**config.mk**
```make
export PLATFORM = sky130hd
export DESIGN_NAME = cache_mem_arbiter
export DESIGN_NICKNAME = d
export VERILOG_FILES = /design/src/rtl/cache_mem_arbiter.sv
export SDC_FILE = /design/constraint.sdc
export NUM_CORES = 1
export LEC_CHECK = 0
export ABC_AREA = 0
export CORE_AREA = 2 2 121 123
export DETAILED_ROUTE_END_ITERATION = 10
export DIE_AREA = 0 0 123 125
export SETUP_SLACK_MARGIN = 0.02
export SLEW_MARGIN = 20
export SYNTH_ARGS = -nofsm -noshare
export SYNTH_HDL_FRONTEND = slang
export SYNTH_SLANG_ARGS = --single-unit
```
**constraint.sdc**
```tcl
create_clock -name clk -period 3.5 [get_ports clk]
set_input_delay 0.525 -clock clk [delete_from_list [all_inputs] [get_ports clk]]
set_output_delay 0.525 -clock clk [all_outputs]
set_load 0.005 [all_outputs]
```
**src/rtl/cache_mem_arbiter.sv**
```systemverilog
// cache_mem_arbiter
//   Two-master Avalon-MM arbiter. It places the I-cache (m0) and D-cache (m1)
//   memory ports in front of one shared memory port. Requests pass through
//   combinationally with no added latency. The bus stays locked to the owning
//   master while it has reads outstanding, and read data returns to that owner.
//
// Ports
//   clk          in   clock
//   rst          in   asynchronous, active-high reset
//   m0_avn_req   in   avalon_req_t   master 0 (I-cache) request
//   m0_avn_resp  out  avalon_resp_t  master 0 response
//   m1_avn_req   in   avalon_req_t   master 1 (D-cache) request
//   m1_avn_resp  out  avalon_resp_t  master 1 response
//   mem_avn_req  out  avalon_req_t   request to memory
//   mem_avn_resp in   avalon_resp_t  response from memory
//
// Build option
//   CACHE_ARB_RR_EN  defined   : round-robin on contention, using last_grant
//                    undefined : fixed priority, m0 always wins contention
//
// State   | meaning
// --------+-----------------------------------------------------------------
// IDLE    | pending == 0; the winner is chosen combinationally and forwarded
// LOCKED  | pending != 0; only owner is forwarded; owner writes wait for drain

package cache_mem_arbiter_pkg;

    typedef struct packed {
        logic        read;
        logic        write;
        logic [31:0] address;
        logic [31:0] writedata;
        logic [3:0]  byteenable;
    } avalon_req_t;

    typedef struct packed {
        logic [31:0] readdata;
        logic        waitrequest;
        logic        readdatavalid;
    } avalon_resp_t;

endpackage

module cache_mem_arbiter
    import cache_mem_arbiter_pkg::*;
#(
    parameter int MAX_PENDING = 2,
    parameter int PEND_W      = 3
) (
    input  logic         clk,
    input  logic         rst,
    input  avalon_req_t  m0_avn_req,
    output avalon_resp_t m0_avn_resp,
    input  avalon_req_t  m1_avn_req,
    output avalon_resp_t m1_avn_resp,
    output avalon_req_t  mem_avn_req,
    input  avalon_resp_t mem_avn_resp
);

    localparam logic [0:0] ST_IDLE   = 1'b0;
    localparam logic [0:0] ST_LOCKED = 1'b1;

    localparam logic [PEND_W-1:0] PEND_MAX = PEND_W'(MAX_PENDING);
    localparam logic [PEND_W-1:0] PEND_ONE = PEND_W'(1);

    logic              owner_q, owner_d;
    logic              last_grant_q, last_grant_d;
    logic [PEND_W-1:0] pending_q, pending_d;

    logic [0:0]        state;
    logic              m0_active, m1_active;
    logic              winner;
    logic              sel;
    avalon_req_t       sel_req;
    logic              sel_active;
    logic              gate;
    logic              forward;
    logic              accept;
    logic              accept_read;
    logic              rdv_valid;

    always_comb begin
        m0_active = m0_avn_req.read | m0_avn_req.write;
        m1_active = m1_avn_req.read | m1_avn_req.write;
        state     = (pending_q == '0) ? ST_IDLE : ST_LOCKED;

        // With nobody requesting, the winner defaults to m0 so the idle
        // address/data fields follow m0.
        winner = 1'b0;
        if (m0_active && m1_active) begin
`ifdef CACHE_ARB_RR_EN
            winner = ~last_grant_q;
`else
            winner = 1'b0;
`endif
        end else if (m1_active) begin
            winner = 1'b1;
        end

        sel        = (state == ST_IDLE) ? winner : owner_q;
        sel_req    = sel ? m1_avn_req : m0_avn_req;
        sel_active = sel_req.read | sel_req.write;

        // While locked, a write must wait for all reads to drain. A read waits
        // only when the outstanding window is full.
        gate = 1'b0;
        if (state == ST_LOCKED) begin
            gate = sel_req.write | (sel_req.read & (pending_q >= PEND_MAX));
        end

        forward = sel_active & ~gate & ~rst;

        mem_avn_req       = sel_req;
        mem_avn_req.read  = sel_req.read  & forward;
        mem_avn_req.write = sel_req.write & forward;

        accept      = forward & ~mem_avn_resp.waitrequest;
        accept_read = accept & sel_req.read;

        // A readdatavalid with no outstanding read is not passed on.
        rdv_valid = mem_avn_resp.readdatavalid & (state == ST_LOCKED) & ~rst;

        m0_avn_resp.readdata      = mem_avn_resp.readdata;
        m1_avn_resp.readdata      = mem_avn_resp.readdata;
        m0_avn_resp.readdatavalid = rdv_valid & ~owner_q;
        m1_avn_resp.readdatavalid = rdv_valid &  owner_q;

        m0_avn_resp.waitrequest = 1'b1;
        m1_avn_resp.waitrequest = 1'b1;
        if (sel_active && !rst) begin
            if (sel) begin
                m1_avn_resp.waitrequest = gate | mem_avn_resp.waitrequest;
            end else begin
                m0_avn_resp.waitrequest = gate | mem_avn_resp.waitrequest;
            end
        end

        // Ownership moves only when an IDLE request is actually accepted.
        // The winner therefore stays stable while memory holds waitrequest,
        // and round-robin cannot switch masters mid-transfer.
        owner_d      = owner_q;
        last_grant_d = last_grant_q;
        if ((state == ST_IDLE) && accept) begin
            owner_d      = sel;
            last_grant_d = sel;
        end

        pending_d = pending_q;
        case ({accept_read, rdv_valid})
            2'b10:   pending_d = pending_q + PEND_ONE;
            2'b01:   pending_d = pending_q - PEND_ONE;
            default: pending_d = pending_q;
        endcase
    end

    always_ff @(posedge clk or posedge rst) begin
        if (rst) begin
            owner_q      <= 1'b0;
            last_grant_q <= 1'b1;
            pending_q    <= '0;
        end else begin
            owner_q      <= owner_d;
            last_grant_q <= last_grant_d;
            pending_q    <= pending_d;
        end
    end

endmodule

```
==> results of run 1 <==
## worst min path at each step
stage                     cells past startpoint  slack [ps]                     start                       end
after floorplan                               1         300                       rst       owner_q$_DFFE_PP0P_
after global placement                        1         600  pending_q[2]$_DFFE_PP0P_  pending_q[2]$_DFFE_PP0P_
after detailed placement                      1         620  pending_q[2]$_DFFE_PP0P_  pending_q[2]$_DFFE_PP0P_
after CTS                                     2         620                       rst       owner_q$_DFFE_PP0P_
after global routing                          2         640                       rst  pending_q[1]$_DFFE_PP0P_
final                                         2         610                       rst       owner_q$_DFFE_PP0P_
## cell type report
type | instances | area, um2 | area share
clock buffers | 3 | 75.07 | 0.01911
inverters | 4 | 15.01 | 0.003822
flip-flops and latches | 4 | 100.1 | 0.02548
repair buffers | 219 | 2200 | 0.5599
multi-input cells | 104 | 1309 | 0.3331
well taps | 184 | 230.2 | 0.05860
## per-stage QoR
step	instance area, um2	total power [mW]	setup WS (ps)
after detailed placement	3854	1.970	196.8
after global placement	3854	1.957	254.0
after floorplan	2068	1.344	1060
after global routing	3929	2.259	51.94
final	3929	2.131	105.3
after CTS	3929	2.165	159.4
## sequential cells by signal (all words and copies together), names as in the netlist
register / flops
owner_q: 1
pending_q: 3
## logic make-up after synthesis
logic type	count (synthesis)	share of synthesized area
multiplexers	69	0.4985
adder cells (fa/ha/maj)	2	0.01573
AO/OA/AOI/OAI	12	0.05324
buffers and inverters	79	0.3194
XOR/XNOR	3	0.01271
AND/OR/NAND/NOR	18	0.05203
flip-flops	4	0.04840
## per-layer routing
layer  global-route usage  share of wire  up-vias
li1                     -              -      894
met1               0.1143           0.40      894
met2               0.1615           0.46      159
met3              0.02874           0.13       11
met4              0.01404         0.0073        0
met5                    0              0        -
## power groups by stage
stage	Combinational [mW]	Sequential, mW	Clock (mW)
floorplan	1.26	0.0837	0
global placement	1.83	0.125	0
detailed placement	1.84	0.128	0
CTS	1.86	0.128	0.181
global route	1.94	0.136	0.185
finish	1.82	0.129	0.178
## worst max-delay path, delay by kind of cell (launching register included)
kind | cells | cell delay (ps)
buffers and inverters | 2 | 730
and+or+nand+nor | 1 | 460
muxes | 1 | 390
AOI/OAI and AO/OA | 1 | 480
DFF | 1 | 470
## placed cells by master, fill, tap and decap left out, types with 2 or more instances in the layout
cell,Yosys,layout
a2111oi_0,3,3
clkbuf_16,0,3
clkdlybuf4s50_1,0,217
dfrtp_1,4,4
inv_1,4,4
mux2_4,68,68
nand2_1,3,3
nor2_1,3,3
nor3_1,2,2
o211ai_1,2,2
or4b_2,2,2
xor2_1,2,2
==> run metrics, run 1 <==
Layout area overhead 89.96%; Nets 514; Min Hold Slack 609.8 ps; clock share of power 0.084; Worst Clk Skew 2.333 ps; delay of the slowest critical-path stage 500 ps; Final period util 0.9699; Post-Syn Instances 187; Final TNS setup 0 ps; Final min period 3395 ps; worst-margin pin slew 674.6 ps; Async S/R FF share, synth 1.000; top cell type's share of synthesized area 0.4936; final wirelength 8.213 mm; worst vdd ir 0.0004702 V; leading post-synthesis cells by cell area mux2_4 (49%), buf_4 (23%), buf_12 (5.8%); Post-Syn Nets 365; area leader, netlist mux2_4; drt first pass iters 4; Die W 123 um; Worst Path Required 2970 ps; dpl cells 515; Routed Antenna Nets 0; reg2reg setup slack 920 ps; final core utilization 0.2766; hold buffer count at cts 0; HP Class primary input to async pin; Initial Utilization 0.1456; Avg Synthesized Cell Area 11.06 um2; final hold vios 0; Psw 0.7008 mW; Die Ht 125 um; Final GP Congestion 0.8876; CP endpoint kind output port; clk sinks 4; most common cell in the netlist mux2_4; unrepaired setup endpoints after global routing false; Non-Filler Instances 518; Avg WL per Cell 15.86 um; first-pass GRT wire length 11.06 mm; Pins Over Slew Limit 0; #FFs+latches synth 4; relative slew slack 0.5387; DRC viols 0; crit path launch pending_q[0]$_DFFE_PP0P_; maximum buffer depth of the clock tree 2; Setup violations, final 0; Primary FF master, synth dfrtp_1; max-cap violations 0; die area 15380 um2; vias per inst 3.780; sw frac 0.3289; CP Class flip-flop to output port; crit path max fanout 70; Power Density 542.3 nW/um2; number of global-route vias before repair 1940; H-tree depth 1; Seq/Total Area, Yosys 0.04840; status completed; leakage power 1.648 nW; RR Endpoint pending_q[2]$_DFFE_PP0P_; CP arrival 2870 ps; Seq pwr share 0.061; Skew-Pair Late Insertion Delay 230 ps; drt first-iter violations 45; CTS tree yes; Worst Setup Start Kind flip-flop; Fillers 1473; Overflow after GRT 0; largest net degree at the start of global routing 71; number of synthesized flops with an enable pin 0; maximum clock frequency 0.2946 GHz; Yosys warning count 0; end of the critical path mem_avn_req[20]; post_cts resized 0; core area 14200 um2; Clock transition at path regs 30 ps; Antenna diodes 0; Cell Int Power 1.430 mW; Clock Tree Root clkbuf_16; Unique masters post-synth 34; DP HPWL 6.807 mm; most frequent cells after synthesis mux2_4 (68), buf_4 (64), buf_12 (6), dfrtp_1 (4), inv_1 (4); R2R depth 9; port bufs 217; initial antenna violation count 0; power share of the combinational group 0.856; I/O pin count 314; Synth Cell Area 2068 um2; reg2reg start pending_q[0]$_DFFE_PP0P_; row count 44; Inserted Clock Buffers 3; critical-path cell list or3_4, o41a_2, buf_12, mux2_4, clkdlybuf4s50_1; gr usage total 0.09308; Crit-path slowest cell clkdlybuf4s50_1; layout cells sized above 1 0.2365; vias 1958; Post-CTS Setup Bufs 0
Note: power is estimated with default switching activity, not from simulation.
==> run 2: changes to the inputs <==
--- a/config.mk
+++ b/config.mk
@@ -10,6 +10,7 @@
 export DETAILED_ROUTE_END_ITERATION = 10
 export DIE_AREA = 0 0 123 125
 export SETUP_SLACK_MARGIN = 0.02
+export SKIP_CTS_REPAIR_TIMING = 1
 export SLEW_MARGIN = 20
 export SYNTH_ARGS = -nofsm -noshare
 export SYNTH_HDL_FRONTEND = slang
==> results of run 2 <==
Same layout as run 1: the final DEF is identical, and so are final timing and power.
==> run 3: changes to the inputs <==
--- a/config.mk
+++ b/config.mk
@@ -6,9 +6,11 @@
 export NUM_CORES = 1
 export LEC_CHECK = 0
 export ABC_AREA = 0
+export CAP_MARGIN = 5
 export CORE_AREA = 2 2 121 123
 export DETAILED_ROUTE_END_ITERATION = 10
 export DIE_AREA = 0 0 123 125
+export GPL_TIMING_DRIVEN = 0
 export SETUP_SLACK_MARGIN = 0.02
 export SKIP_CTS_REPAIR_TIMING = 1
 export SLEW_MARGIN = 20
==> run 3 against run 2 <==
  * Sequential share of layout area fell by 0.62 points
  * Flip-flop and latch count did not move
  * Total power rose by 17%
  * Clock power barely moved
  * Critical path type is now primary input to output port
  * Critical endpoint is now mem_avn_req[69]
  * Largest power group unchanged
  * Highest routed layer unchanged
==> run metrics, run 3 (same netlist as run 1, synthesis figures left out) <==
worst hold start pending_q[0]$_DFFE_PP0P_; layout cells sized above 1 0.3163; drt first pass iters 4; area of the multi-input gates 1308 um2; Buf/Inv on CP 2; Die Ht 125 um; first-pass GRT wire length 13.36 mm; critical-path cell list clkdlybuf4s50_1, nand2b_1, o221a_2, a2111oi_0, clkdlybuf4s50_1; Initial Utilization 0.1456; drt first-iter violations 26; top register by number of flip-flops pending_q; Clock transition at path regs 30 ps; CTS tree yes; unrepaired setup endpoints after global routing false; row count 44; hold path cells 2; Largest regs pending_q: 3 flops, owner_q: 1 flops; max reg flops 3; core area 14200 um2; final hold vios 0; status completed; Routed Antenna Nets 0; Setup violations, final 0; Power Density 478.7 nW/um2; sw frac 0.3165; DRC viols 0; critical path's top delay family buffers and inverters; maximum clock frequency 0.3040 GHz; Placed Area 5111 um2; port bufs 281; Avg WL per Cell 14.38 um; Inserted Clock Buffers 3; most used cell, CP clkdlybuf4s50_1; initial antenna violation count 0; leakage power 2.271 nW; Final GP Congestion 0.7728; maximum buffer depth of the clock tree 2; power share of the combinational group 0.892; RR Endpoint pending_q[2]$_DFFE_PP0P_; H-tree depth 1; Worst Setup Start Kind primary input; Nets 651; CP endpoint kind output port; commonest non-fill, non-tap cell in the layout clkdlybuf4s50_1; Final TNS setup 0 ps; gr usage total 0.1084; Psw 0.7858 mW; die area 15380 um2; R2R depth 10; Overflow after GRT 0; CP arrival 2760 ps; final worst slack 210.4 ps; Antenna diodes 0; crit path max fanout 5; relative slew slack 0.4882; clock share of power 0.072; vias 2395; Crit-path slowest cell a2111oi_0; final wirelength 9.420 mm; reg2reg setup slack 940 ps; Skew-Pair Late Insertion Delay 230 ps; Cell Int Power 1.697 mW; DP HPWL 8.199 mm; CP Class primary input to output port; Pins Over Slew Limit 0; delay of the slowest critical-path stage 640 ps; vias per inst 3.656; Sequential cell area 100.1 um2; Seq pwr share 0.036; HP Class flip-flop to flip-flop; Layout area overhead 150.8%; Worst Path Required 2970 ps; max-cap violations 0; Die W 123 um; WHS Endpoint pending_q[0]$_DFFE_PP0P_; Fillers 1410; Min Hold Slack 573.7 ps; I/O pin count 314; Final min period 3290 ps; Design Area, Final 5186 um2; reg2reg start pending_q[2]$_DFFE_PP0P_; pre-CTS setup slack 254.6 ps; worst vdd ir 0.0002654 V; largest net degree at the start of global routing 11; number of global-route vias before repair 2519; most frequent cells in the layout clkdlybuf4s50_1 (281), mux2_4 (68), buf_4 (64), buf_12 (6); Clock Tree Root clkbuf_16; worst-margin pin slew 748.4 ps; Final period util 0.9399; clk sinks 4; Worst Clk Skew 0.9019 ps
[run 3: layout make-up]
type | instances | area share
Timing Repair Buffer | 281 | 0.5423
Multi-Input combinational cell | 104 | 0.2521
Buffer | 75 | 0.1245
Tap cell | 184 | 0.04439
Sequential cell | 4 | 0.01930
Clock buffer | 3 | 0.01448
Inverter | 4 | 0.002895
[run 3: stage by stage]
step           utilization  std cells  power (mW)
3_5_place_dp        0.3598        652       2.328
4_1_cts             0.3651        655       2.529
5_1_grt             0.3651        655       2.634
3_3_place_gp        0.3598        652       2.316
6_report            0.3651        655       2.483
2_1_floorplan            -        187       1.344
[run 3: worst register-to-register path: stages (launching register included)]
cell	delay [ps]
dfrtp_1	340
clkbuf_1	180
or4b_2	630
o211ai_1	140
a2111o_1	190
ha_1	180
inv_1	60
fa_1	370
xor2_1	150
nor2_1	110
xor2_1	150
[run 3: worst max path at each step]
stage                             startpoint                       end  slack [ps]  cells after the start
global route                  m0_avn_req[69]           mem_avn_req[69]         140                      5
floorplan           pending_q[0]$_DFFE_PP0P_  pending_q[2]$_DFFE_PP0P_        1060                     10
CTS                           m0_avn_req[69]           mem_avn_req[69]         210                      5
finish                        m0_avn_req[68]           mem_avn_req[69]         210                      5
global placement              m0_avn_req[69]           mem_avn_req[69]         270                      5
detailed placement            m0_avn_req[69]           mem_avn_req[69]         250                      5
[run 3: power groups by stage]
stage	logic [mW]	registers, mW	clock network (mW)
2_1_floorplan	1.26	0.0837	0
3_5_place_dp	2.24	0.0884	0
3_3_place_gp	2.23	0.0859	0
5_1_grt	2.36	0.0908	0.183
6_report	2.21	0.0884	0.179
4_1_cts	2.26	0.0877	0.180
[run 3: per-layer routing]
layer  vias to the layer above  wire [um]  global-route usage  part of all wire
li1                       1164          -                   -                 -
met1                      1062       3651              0.1298              0.39
met2                       161       4673              0.2038              0.50
met3                         8       1051             0.02190              0.11
met4                         0         43            0.009358            0.0046
met5                         -          0                   0                 0
